==> src/rtl/bopit_round_ctrl.sv <==
// Round controller for the reaction game: turns the random stream into one-hot
// prompts, times the player's response and keeps the score.
module bopit_round_ctrl #(
  parameter int RAND_W      = 5,
  parameter int START_LIMIT = 2000,
  parameter int LIMIT_STEP  = 100,
  parameter int MIN_LIMIT   = 500,
  parameter int GAP_TICKS   = 250,
  parameter int SCORE_W     = 8
) (
  input  logic               clk,
  input  logic               rst_n,
  input  logic               start,
  input  logic               tick,
  input  logic [RAND_W-1:0]  rand_in,
  input  logic [3:0]         btn,
  output logic [3:0]         prompt,
  output logic               busy,
  output logic               round_win,
  output logic               game_over,
  output logic [SCORE_W-1:0] score
);

  localparam int TIMER_W = 16;
  localparam logic [TIMER_W-1:0] TIMER_MAX  = '1;
  localparam logic [TIMER_W-1:0] GAP_T      = TIMER_W'(GAP_TICKS);
  localparam logic [TIMER_W-1:0] START_T    = TIMER_W'(START_LIMIT);
  localparam logic [TIMER_W-1:0] STEP_T     = TIMER_W'(LIMIT_STEP);
  localparam logic [TIMER_W-1:0] MIN_T      = TIMER_W'(MIN_LIMIT);
  localparam logic [TIMER_W-1:0] DEC_FLOOR  = TIMER_W'(MIN_LIMIT + LIMIT_STEP);

  typedef enum logic [2:0] {
    S_IDLE,
    S_GAP,
    S_PROMPT,
    S_RELEASE,
    S_OVER
  } state_t;

  state_t               state_q, state_d;
  logic [TIMER_W-1:0]   timer_q, timer_d;
  logic [TIMER_W-1:0]   limit_q, limit_d;
  logic [1:0]           last_action_q, last_action_d;
  logic [3:0]           prompt_q, prompt_d;
  logic                 busy_q, busy_d;
  logic                 round_win_q, round_win_d;
  logic                 game_over_q, game_over_d;
  logic [SCORE_W-1:0]   score_q, score_d;

  logic [TIMER_W-1:0]   timer_inc;
  logic [TIMER_W-1:0]   limit_dec;
  logic [1:0]           action_raw;
  logic [1:0]           action;
  logic                 unused_rand;

  // Only the two low random bits select the action.
  assign unused_rand = ^rand_in[RAND_W-1:2];
  assign action_raw  = rand_in[1:0];
  assign action      = (action_raw == last_action_q) ? action_raw + 2'd1 : action_raw;
  assign timer_inc   = (timer_q == TIMER_MAX) ? timer_q : timer_q + 1'b1;
  // Compare before subtracting so the window never underflows below the floor.
  assign limit_dec   = (limit_q >= DEC_FLOOR) ? limit_q - STEP_T : MIN_T;

  always_comb begin
    state_d       = state_q;
    timer_d       = timer_q;
    limit_d       = limit_q;
    last_action_d = last_action_q;
    prompt_d      = prompt_q;
    score_d       = score_q;
    round_win_d   = 1'b0;

    case (state_q)
      S_IDLE, S_OVER: begin
        prompt_d = 4'b0000;
        if (start) begin
          state_d       = S_GAP;
          score_d       = '0;
          timer_d       = '0;
          limit_d       = START_T;
          last_action_d = 2'd0;
        end
      end
      S_GAP: begin
        prompt_d = 4'b0000;
        if (tick) timer_d = timer_inc;
        if (timer_q >= GAP_T && btn == 4'b0000) begin
          last_action_d = action;
          prompt_d      = 4'b0001 << action;
          timer_d       = '0;
          state_d       = S_PROMPT;
        end
      end
      S_PROMPT: begin
        if (tick) timer_d = timer_inc;
        // A wrong button loses even when the right one is held too.
        if ((btn & ~prompt_q) != 4'b0000) begin
          prompt_d = 4'b0000;
          state_d  = S_OVER;
        end else if (btn == prompt_q) begin
          round_win_d = 1'b1;
          score_d     = (score_q == {SCORE_W{1'b1}}) ? score_q : score_q + 1'b1;
          limit_d     = limit_dec;
          prompt_d    = 4'b0000;
          state_d     = S_RELEASE;
        end else if (timer_q >= limit_q) begin
          prompt_d = 4'b0000;
          state_d  = S_OVER;
        end
      end
      S_RELEASE: begin
        prompt_d = 4'b0000;
        if (btn == 4'b0000) begin
          timer_d = '0;
          state_d = S_GAP;
        end
      end
      default: begin
        state_d  = S_IDLE;
        prompt_d = 4'b0000;
      end
    endcase

    busy_d      = (state_d == S_GAP) || (state_d == S_PROMPT) || (state_d == S_RELEASE);
    game_over_d = (state_d == S_OVER);
  end

  always_ff @(posedge clk or negedge rst_n) begin
    if (!rst_n) begin
      state_q       <= S_IDLE;
      timer_q       <= '0;
      limit_q       <= START_T;
      last_action_q <= 2'd0;
      prompt_q      <= 4'b0000;
      busy_q        <= 1'b0;
      round_win_q   <= 1'b0;
      game_over_q   <= 1'b0;
      score_q       <= '0;
    end else begin
      state_q       <= state_d;
      timer_q       <= timer_d;
      limit_q       <= limit_d;
      last_action_q <= last_action_d;
      prompt_q      <= prompt_d;
      busy_q        <= busy_d;
      round_win_q   <= round_win_d;
      game_over_q   <= game_over_d;
      score_q       <= score_d;
    end
  end

  assign prompt    = prompt_q;
  assign busy      = busy_q;
  assign round_win = round_win_q;
  assign game_over = game_over_q;
  assign score     = score_q;

endmodule

==> config.mk <==
export PLATFORM = sky130hd
export DESIGN_NAME = bopit_round_ctrl
export DESIGN_NICKNAME = d
export VERILOG_FILES = /design/src/rtl/bopit_round_ctrl.sv
export SDC_FILE = /design/constraint.sdc
export NUM_CORES = 1
export LEC_CHECK = 0
export CORE_ASPECT_RATIO = 1.1
export CORE_MARGIN = 5
export CORE_UTILIZATION = 46
export DETAILED_ROUTE_END_ITERATION = 12
export DONT_BUFFER_PORTS = 1
export GPL_TIMING_DRIVEN = 0
export PLACE_DENSITY_LB_ADDON = 0.05
export SKIP_CTS_REPAIR_TIMING = 1
export SLEW_MARGIN = 20
export SYNTH_ARGS = -nofsm -noshare
export SYNTH_HDL_FRONTEND = slang
export SYNTH_SLANG_ARGS = --single-unit
==> constraint.sdc <==
create_clock -name clk -period 4.5 [get_ports clk]
set_clock_uncertainty 0.05 [all_clocks]
set_input_delay 0.45 -clock clk [delete_from_list [all_inputs] [get_ports clk]]
set_output_delay 0.45 -clock clk [all_outputs]
set_load 0.02 [all_outputs]
==> flow_metrics.env, run 1 <==
export IMPL_final_nets=405
export IMPL_grt_max_degree=51
export IMPL_outcome="completed"
export IMPL_critPathLaunch="prompt[1]$_DFFE_PN0P_"
export IMPL_fin_ws_ps=1720
export IMPL_clkSinkCount=50
export IMPL_finalMaxSlewViolations=0
export IMPL_avgSynthCellArea_um2=9.128
export IMPL_hold_viol=0
export IMPL_drt_iter0_drc=151
export IMPL_fmax_mhz=359.7
export IMPL_maxCapViolations=0
export IMPL_r2r_start="prompt[1]$_DFFE_PN0P_"
export IMPL_via_per_inst=5.731
export IMPL_critPathArrivalTime_ps=2930
export IMPL_cts_max_path_buffers=2
export IMPL_fill_cells=664
export IMPL_synth_edf_count=0
export IMPL_gp_congestion=0.8035
export IMPL_synth_area_leaders="dfrtp_1 34%, ha_1 9.2%, dfstp_2 4.8%"
export IMPL_grt_use_total_pct=16.78
export IMPL_maxSlewHeadroom_pct=40.04
export IMPL_ir_worst_vdd_v=0.0002016
export IMPL_timing_setup_tns_ps=0
export IMPL_yosys_warnings=0
export IMPL_fp_dieArea_um2=8914
export IMPL_drive_above_1_share_pct=11.65
export IMPL_finalSetupViolCount=0
export IMPL_first_global_vias=2527
export IMPL_rows=32
export IMPL_antenna_left=0
export IMPL_clkTransAtPathRegs_ps=100
export IMPL_critical_path_top_delay_family="simple AND/OR/NAND/NOR gates"
export IMPL_tightest_slew_ps=892.5
export IMPL_hold_start="rand_in[0]"
export IMPL_hpwlAfterDp_um=5374
export IMPL_preCtsSetupSlack_ps=1713
export IMPL_worst_setup_path_type="flop to flop"
export IMPL_n_antenna_cell=0
export IMPL_worstSetupEndpointType="flop"
export IMPL_cp_max_fo=10
export IMPL_core_area_um2=6967
export IMPL_path_buf_inv=3
export IMPL_clock_latency_ps=310
export IMPL_grt_pass1_wl_um=12450
export IMPL_regArea_um2=1259
export IMPL_first_pass_iters=4
export IMPL_start_kind="flop"
export IMPL_io_pins=28
export IMPL_min_path_type="input pin to flop"
export IMPL_gr_total_overflow=0
export IMPL_synthArstFlopShare_pct=100.0
export IMPL_cts_buffers=5
export IMPL_synth_cell_types=63
export IMPL_worstPathRequired_ps=4650
export IMPL_synth_top_flop_cell="dfrtp_1"
export IMPL_root_buffer="clkbuf_8"
export IMPL_cp_slowest_stage_delay_ps=490
export IMPL_dieWidth_um=90.48
export IMPL_htreeDepth=2
export IMPL_drt_wl_total_um=7201
export IMPL_multi_input_area_um2=1836
export IMPL_area_growth_pct=7.140
export IMPL_leakagePower_uw=0.001498
export IMPL_synth_top_area_cell="dfrtp_1"
export IMPL_syn_area_um2=3277
export IMPL_fin_crit_sh_pct=61.77
export IMPL_layout_min_cycle_time_ps=2780
export IMPL_cts_tree="yes"
export IMPL_synth_top_area_share_pct=33.60
export IMPL_seq_area_frac_synth_pct=38.41
export IMPL_io_buffer_count=0
export IMPL_vias=2602
export IMPL_die_y_um=98.52
export IMPL_initial_core_util_pct=47.04
export IMPL_crit_slowest_cell="nor4_1"
export IMPL_rsz0062_at_grt="no"
export IMPL_syn_num_nets=396
export IMPL_synthCells=359
export IMPL_antenna_found_initial=0
export IMPL_power_density_nw_per_um2=367.6
export IMPL_drc=0
export IMPL_wire_per_inst_um=15.86
export IMPL_synth_seq_cells=50
export IMPL_crit_chain="inv_1 -> ha_1 -> nor4_1 -> nand3_1 -> clkinv_1 -> o21ai_0 -> clkbuf_1 -> o311ai_0"
[synthesized netlist by cell type, types with 4 or more instances]
library cell / count
a21oi_1: 20
nand3_1: 19
nor2_1: 32
xnor2_1: 15
nor3_1: 16
dfrtp_1: 44
nand4_1: 7
o31ai_1: 6
ha_1: 24
or3_1: 5
nand2_1: 30
nand2b_1: 5
o21a_1: 4
inv_1: 23
mux2i_1: 5
dfstp_2: 6
a31oi_1: 7
clkbuf_1: 7
nor4_1: 7
o21ai_0: 17
[final cells by class]
class / count / area share, %
Tap cell: 85 / 3.029
Clock buffer: 5 / 1.960
Multi-Input combinational cell: 273 / 52.28
Buffer: 11 / 2.530
Sequential cell: 50 / 35.85
Clock inverter: 3 / 0.6058
Timing Repair Buffer: 2 / 1.069
Inverter: 25 / 2.673
[sequential cells by signal, summed over array words and instances, names as in the netlist]
register	count
limit_q	14
round_win	1
last_action_q	2
score	8
busy	1
timer_q	16
state_q	3
game_over	1
prompt	4
[through the flow]
| step | power (uW) | instances | hold WS [ps] | instance area (um2) | util (%) |
|---|---|---|---|---|---|
| floorplan | 918.9 | 359 | 104.4 | 3277 | - |
| global placement | 1009 | 444 | 105.8 | 3383 | 48.56 |
| detailed placement | 1018 | 444 | 105.7 | 3383 | 48.56 |
| CTS | 1294 | 452 | -235.3 | 3473 | 49.86 |
| global route | 1398 | 454 | 329.4 | 3511 | 50.40 |
| finish | 1291 | 454 | 300.2 | 3511 | 50.40 |
[routing by layer]
layer	share of wire (%)	up-vias	GRT usage [%]	routed length (um)
li1	-	1317	-	-
met1	45	1235	22.57	3239
met2	49	42	28.28	3564
met3	4.4	8	3.053	317
met4	1.1	0	3.436	80
met5	0	-	0	0
[cells in the final DEF (no fill, tap or decap), types with 3 or more instances in the layout]
cell,instances
a21oi_1,20
a31oi_1,7
clkbuf_1,7
clkbuf_8,5
dfrtp_1,44
dfstp_2,6
ha_1,24
inv_1,23
mux2i_1,5
nand2_1,30
nand2b_1,5
nand3_1,19
nand4_1,7
nor2_1,32
nor2_2,3
nor3_1,16
nor3_2,3
nor4_1,7
o21a_1,4
o21ai_0,17
o31ai_1,6
or3_1,5
or4_1,3
xnor2_1,15
xor2_1,3
[where the power goes]
| group | switching, uW | total [uW] | internal (uW) |
|---|---|---|---|
| clock | 162 | 271 | 110 |
| sequential | 89.4 | 623 | 533 |
| combinational | 242 | 397 | 155 |
[logic make-up after synthesis]
kind of cell / count (synthesis) / synth area share, %
compound gates: 76 / 15.24
fa+ha+maj: 24 / 9.164
simple gates: 150 / 25.28
buf+inv: 36 / 5.574
flops: 50 / 38.41
mux: 5 / 1.527
xor+xnor: 18 / 4.811
[worst paths after layout]
path	to	slack, ps	cells after the start
max in group asynchronous	limit_q[4]$_DFFE_PN1P_	3510	2
setup / recovery	limit_q[10]$_DFFE_PN1P_	1720	8
min in group asynchronous	timer_q[14]$_DFFE_PN0P_	610	2
setup reg to reg	limit_q[10]$_DFFE_PN1P_	1720	8
hold / removal	prompt[1]$_DFFE_PN0P_	300	2
hold reg to reg	limit_q[7]$_DFFE_PN1P_	470	2
(Power assumes the default switching activity.)
==> run 2, diff against run 1 <==
==> constraint.sdc (replaced) <==
create_clock -name clk -period 2.86 [get_ports clk]
set_clock_uncertainty 0.05 [all_clocks]
set_input_delay 0.286 -clock clk [delete_from_list [all_inputs] [get_ports clk]]
set_output_delay 0.286 -clock clk [all_outputs]
set_load 0.02 [all_outputs]
==> run 2 against run 1 <==
Via count up 0.35%. Wire length barely moved. Cell area up 0.18%. Sequential share of layout area shrank 0.064 points. Clock-buffer cell count unchanged. Combinational power rose by 59%. Worst hold slack worse by 160 ps. Power increased by 58%. Worst setup slack worse by 1500 ps. Clock power grew 57%. Core utilization rose by 0.090 points. Final cell count shrank 0.22%. Critical path type unchanged. Largest power group unchanged.
==> flow_metrics.env, run 2 (synthesis gave the netlist of run 1 again) <==
export IMPL_finalSetupViolCount=0
export IMPL_top_register="timer_q"
export IMPL_vias=2611
export IMPL_first_pass_iters=4
export IMPL_cts_max_path_buffers=2
export IMPL_cp_max_fo=10
export IMPL_crit_slowest_cell="nor3b_2"
export IMPL_cts_buffers=5
export IMPL_critPathArrivalTime_ps=2820
export IMPL_grt_use_total_pct=16.78
export IMPL_initial_core_util_pct=47.04
export IMPL_layout_common_cells="44 x dfrtp_1, 32 x nor2_1, 30 x nand2_1"
export IMPL_fin_crit_sh_pct=93.05
export IMPL_fill_cells=669
export IMPL_start_kind="flop"
export IMPL_tightest_slew_ps=710.3
export IMPL_drc=0
export IMPL_dieWidth_um=90.48
export IMPL_antenna_found_initial=0
export IMPL_postPlaceCellArea_um2=3383
export IMPL_area_growth_pct=7.331
export IMPL_via_per_inst=5.764
export IMPL_gp_congestion=0.8035
export IMPL_maxSlewHeadroom_pct=52.44
export IMPL_io_pins=28
export IMPL_clkTransAtPathRegs_ps=100
export IMPL_worstSetupEndpointType="flop"
export IMPL_critical_path_top_delay_family="simple AND/OR/NAND/NOR gates"
export IMPL_rsz0062_at_grt="no"
export IMPL_fp_dieArea_um2=8914
export IMPL_grt_pass1_wl_um=12450
export IMPL_critPathLaunch="state_q[2]$_DFF_PN0_"
export IMPL_regArea_um2=1259
export IMPL_min_path_type="input pin to flop"
export IMPL_outcome="completed"
export IMPL_crit_chain="bufbuf_16 -> nor3b_2 -> nand3_1 -> inv_2 -> o21ai_0 -> clkbuf_2 -> o21a_1 -> o32ai_1"
export IMPL_rows=32
export IMPL_first_global_vias=2527
export IMPL_antenna_left=0
export IMPL_grt_max_degree=51
export IMPL_timing_setup_tns_ps=0
export IMPL_cts_tree="yes"
export IMPL_drive_above_1_share_pct=12.77
export IMPL_wire_per_inst_um=15.89
export IMPL_leakagePower_uw=0.001509
export IMPL_root_buffer="clkbuf_8"
export IMPL_final_nets=404
export IMPL_drt_wl_total_um=7197
export IMPL_power_density_nw_per_um2=578.7
export IMPL_finalMaxSlewViolations=0
export IMPL_cp_slowest_stage_delay_ps=610
export IMPL_n_antenna_cell=0
export IMPL_gr_total_overflow=0
export IMPL_multi_input_area_um2=1844
export IMPL_worstPathRequired_ps=3010
export IMPL_finalPower_uw=2035
export IMPL_drt_iter0_drc=137
export IMPL_hold_start="rand_in[0]"
export IMPL_maxCapViolations=0
export IMPL_r2r_start="state_q[2]$_DFF_PN0_"
export IMPL_clkSinkCount=50
export IMPL_holdWs_ps=139.2
export IMPL_die_y_um=98.52
export IMPL_postLayoutCellArea_um2=3517
export IMPL_core_area_um2=6967
export IMPL_largest_register_ffs=16
export IMPL_fmax_mhz=375.8
export IMPL_htreeDepth=2
export IMPL_ir_worst_vdd_v=0.0003184
export IMPL_hold_viol=0
export IMPL_layout_commonest_cell="dfrtp_1"
export IMPL_hpwlAfterDp_um=5374
export IMPL_io_buffer_count=0
export IMPL_path_buf_inv=3
export IMPL_clock_latency_ps=310
export IMPL_layout_min_cycle_time_ps=2661
export IMPL_worst_setup_path_type="flop to flop"
[run 2: power by group]
part / leakage, uW / switching (uW) / total, uW / internal (uW)
Clock: 0.0000441 / 253 / 425 / 172
Sequential: 0.000660 / 141 / 980 / 839
Combinational: 0.000805 / 384 / 630 / 247
Total: 0.00151 / 777 / 2040 / 1260
[run 2: layer usage]
layer  global-route usage, %  vias up  share of wire, %
met3                   3.053        7               4.7
met2                   28.28       45                49
met1                   22.57     1242                45
met4                   3.436        0              0.94
li1                        -     1317                 -
met5                       0        -                 0
[run 2: final timing paths]
path	slack, ps	endpoint	cells past startpoint
worst max register to register	200	limit_q[14]$_DFFE_PN0P_	8
min in group asynchronous	450	timer_q[14]$_DFFE_PN0P_	2
max in group asynchronous	2030	limit_q[4]$_DFFE_PN1P_	2
worst max-delay path	200	limit_q[14]$_DFFE_PN0P_	8
worst min-delay path	140	prompt[1]$_DFFE_PN0P_	2
worst min register to register	470	limit_q[7]$_DFFE_PN1P_	2
[run 2: cell type report]
cell class | count | share of cell area (%)
multi-input cells | 273 | 52.44
flip-flops and latches | 50 | 35.79
well taps | 85 | 3.024
inverters | 25 | 2.668
plain buffers | 10 | 2.455
clock buffers | 5 | 1.957
repair buffers | 2 | 1.067
clock inverters | 3 | 0.6048
[run 2: metrics by stage]
step | setup slack [ps] | utilization (%) | cells
finish | 198.9 | 50.48 | 453
global route | 4.201 | 50.48 | 453
CTS | 48.75 | 49.86 | 452
detailed placement | 73.19 | 48.56 | 444
global placement | 49.80 | 48.56 | 444
floorplan | 545.4 | - | 359
[run 2: worst reg2reg max path, stage by stage (launching register included)]
cell	delay [ps]
dfrtp_1	370
bufbuf_16	260
nor3b_2	610
nand3_1	330
inv_2	230
o21ai_0	150
clkbuf_2	220
o21a_1	210
o32ai_1	130
==> run 3, diff against run 2 <==
--- a/config.mk
+++ b/config.mk
@@ -12,7 +12,6 @@
 export DONT_BUFFER_PORTS = 1
 export GPL_TIMING_DRIVEN = 0
 export PLACE_DENSITY_LB_ADDON = 0.05
-export SKIP_CTS_REPAIR_TIMING = 1
 export SLEW_MARGIN = 20
 export SYNTH_ARGS = -nofsm -noshare
 export SYNTH_HDL_FRONTEND = slang
==> constraint.sdc (replaced) <==
create_clock -name clk -period 2.86 [get_ports clk]
set_clock_uncertainty 0.05 [all_clocks]
set_input_delay 0.286 -clock clk [delete_from_list [all_inputs] [get_ports clk]]
set_output_delay 0.286 -clock clk [all_outputs]
set_load 0.005 [all_outputs]
==> run 3 against run 2 <==
First-iteration DRC count increased by 5.1%. Sequential share of layout area is 0.16 points lower. Power fell by 0.53%. Wire length down 0.24%. Non-clock buffer count is 1 higher. Combinational power hardly changed. Worst setup slack improved by 73 ps. Critical path type unchanged. Critical endpoint is now limit_q[10]$_DFFE_PN1P_. Largest power group unchanged. Highest routed layer unchanged.
==> flow_metrics.env, run 3 (synthesis gave the netlist of run 1 again) <==
export IMPL_outcome="completed"
export IMPL_n_antenna_cell=0
export IMPL_grt_max_degree=51
export IMPL_post_place_cells=444
export IMPL_clkTransAtPathRegs_ps=100
export IMPL_internal_power_uw=1260
export IMPL_die_y_um=98.52
export IMPL_maxSlewHeadroom_pct=63.74
export IMPL_largest_register_ffs=16
export IMPL_critPathArrivalTime_ps=2730
export IMPL_first_global_vias=2543
export IMPL_layout_common_cells="44 x dfrtp_1, 32 x nor2_1, 30 x nand2_1"
export IMPL_worstPathRequired_ps=3000
export IMPL_clkPwrFrac_pct=21.1
export IMPL_power_density_nw_per_um2=572.9
export IMPL_root_buffer="clkbuf_8"
export IMPL_top_register="timer_q"
export IMPL_finalPower_uw=2024
export IMPL_antenna_found_initial=0
export IMPL_timing_setup_tns_ps=0
export IMPL_layout_min_cycle_time_ps=2588
export IMPL_ir_worst_vdd_v=0.0003183
export IMPL_cts_max_path_buffers=2
export IMPL_core_area_um2=6967
export IMPL_final_nets=405
export IMPL_layout_commonest_cell="dfrtp_1"
export IMPL_fin_crit_sh_pct=90.50
export IMPL_post_cts_buffers=0
export IMPL_wire_per_inst_um=15.81
export IMPL_drt_wl_total_um=7180
export IMPL_seq_power_share_pct=47.7
export IMPL_drt_iter0_drc=144
export IMPL_start_kind="flop"
export IMPL_tightest_slew_ps=540.9
export IMPL_cp_max_fo=10
export IMPL_hpwlAfterDp_um=5374
export IMPL_io_pins=28
export IMPL_stdcell_count=454
export IMPL_critical_path_top_delay_family="buffers and inverters"
export IMPL_rows=32
export IMPL_grt_use_total_pct=16.87
export IMPL_crit_chain="inv_1 -> ha_1 -> and4_1 -> clkbuf_1 -> nand3_1 -> clkinv_1 -> o21ai_0 -> clkbuf_2 -> o311ai_0"
export IMPL_htreeDepth=2
export IMPL_worst_setup_path_type="flop to flop"
export IMPL_drive_above_1_share_pct=12.47
export IMPL_dieWidth_um=90.48
export IMPL_clock_latency_ps=310
export IMPL_pwr_share_comb_pct=31.2
export IMPL_path_buf_inv=4
export IMPL_vias=2609
export IMPL_drc=0
export IMPL_io_buffer_count=0
export IMPL_first_pass_iters=5
export IMPL_finalMaxSlewViolations=0
export IMPL_area_growth_pct=7.827
export IMPL_maxCapViolations=0
export IMPL_hold_viol=0
export IMPL_worstSetupEndpointType="flop"
export IMPL_fmax_mhz=386.4
export IMPL_grt_pass1_wl_um=12520
export IMPL_cts_buffers=5
export IMPL_cts_tree="yes"
export IMPL_min_path_type="input pin to flop"
export IMPL_initial_core_util_pct=47.04
export IMPL_cp_slowest_stage_delay_ps=390
export IMPL_fill_cells=666
export IMPL_finalSetupViolCount=0
export IMPL_rsz0062_at_grt="no"
export IMPL_leakagePower_uw=0.001505
export IMPL_crit_slowest_cell="o311ai_0"
export IMPL_antenna_left=0
export IMPL_p_sw_uw=764.3
export IMPL_gr_total_overflow=0
export IMPL_via_per_inst=5.747
export IMPL_multi_input_area_um2=1857
export IMPL_clkSinkCount=50
export IMPL_regArea_um2=1259
export IMPL_gp_congestion=0.8035
export IMPL_swShare_pct=37.75
export IMPL_fp_dieArea_um2=8914
## run 3: changes by cell type in the layout (fill, tap and decap cells not counted), sizes merged
cell,change
inv,-1
clkinv,+1
clkbuf,+1
## run 3: power groups by stage
stage | Clock [uW] | Sequential, uW | Combinational [uW]
2_1_floorplan | 0 | 944 | 486
3_3_place_gp | 0 | 976 | 596
3_5_place_dp | 0 | 978 | 607
4_1_cts | 443 | 965 | 634
5_1_grt | 477 | 987 | 732
6_report | 427 | 966 | 632
## run 3: cell type report
cell class | count | area share [%]
flip-flops and latches | 50 | 35.62
clock buffers | 5 | 1.948
plain buffers | 11 | 2.550
well taps | 85 | 3.010
repair buffers | 2 | 1.062
multi-input cells | 273 | 52.55
inverters | 25 | 2.656
clock inverters | 3 | 0.6020
## run 3: path summary, 6_finish.rpt
kind | slack [ps] | start | to | depth (start not counted)
max reg2reg | 270 | prompt[0]$_DFFE_PN0P_ | limit_q[10]$_DFFE_PN1P_ | 9
min in group asynchronous | 430 | rst_n | timer_q[14]$_DFFE_PN0P_ | 2
max in group asynchronous | 2040 | rst_n | limit_q[4]$_DFFE_PN1P_ | 2
max | 270 | prompt[0]$_DFFE_PN0P_ | limit_q[10]$_DFFE_PN1P_ | 9
min | 140 | rand_in[0] | prompt[1]$_DFFE_PN0P_ | 2
min reg2reg | 470 | limit_q[7]$_DFFE_PN1P_ | limit_q[7]$_DFFE_PN1P_ | 2
## run 3: layer usage
metal	global-route usage, %	wire (um)
met1	22.56	3234
met2	28.56	3570
met3	3.130	306
met4	3.436	68
met5	0	0
## run 3: timing repair
action	CTS	global route
endpoints found under the setup margin	0	9
hold endpoints to repair	50	0
hold buffers	2	0
gates resized for setup	0	6
## run 3: per-stage QoR
step | hold WS, ps | util [%] | cell area, um2 | worst slack (ps)
3_3_place_gp | -58.23 | 48.56 | 3383 | 113.6
3_5_place_dp | -58.31 | 48.56 | 3383 | 115.7
5_1_grt | 161.0 | 50.72 | 3533 | 20.45
6_report | 138.8 | 50.72 | 3533 | 271.8
4_1_cts | 136.8 | 50.40 | 3511 | 99.09
2_1_floorplan | -59.59 | - | 3277 | 545.4
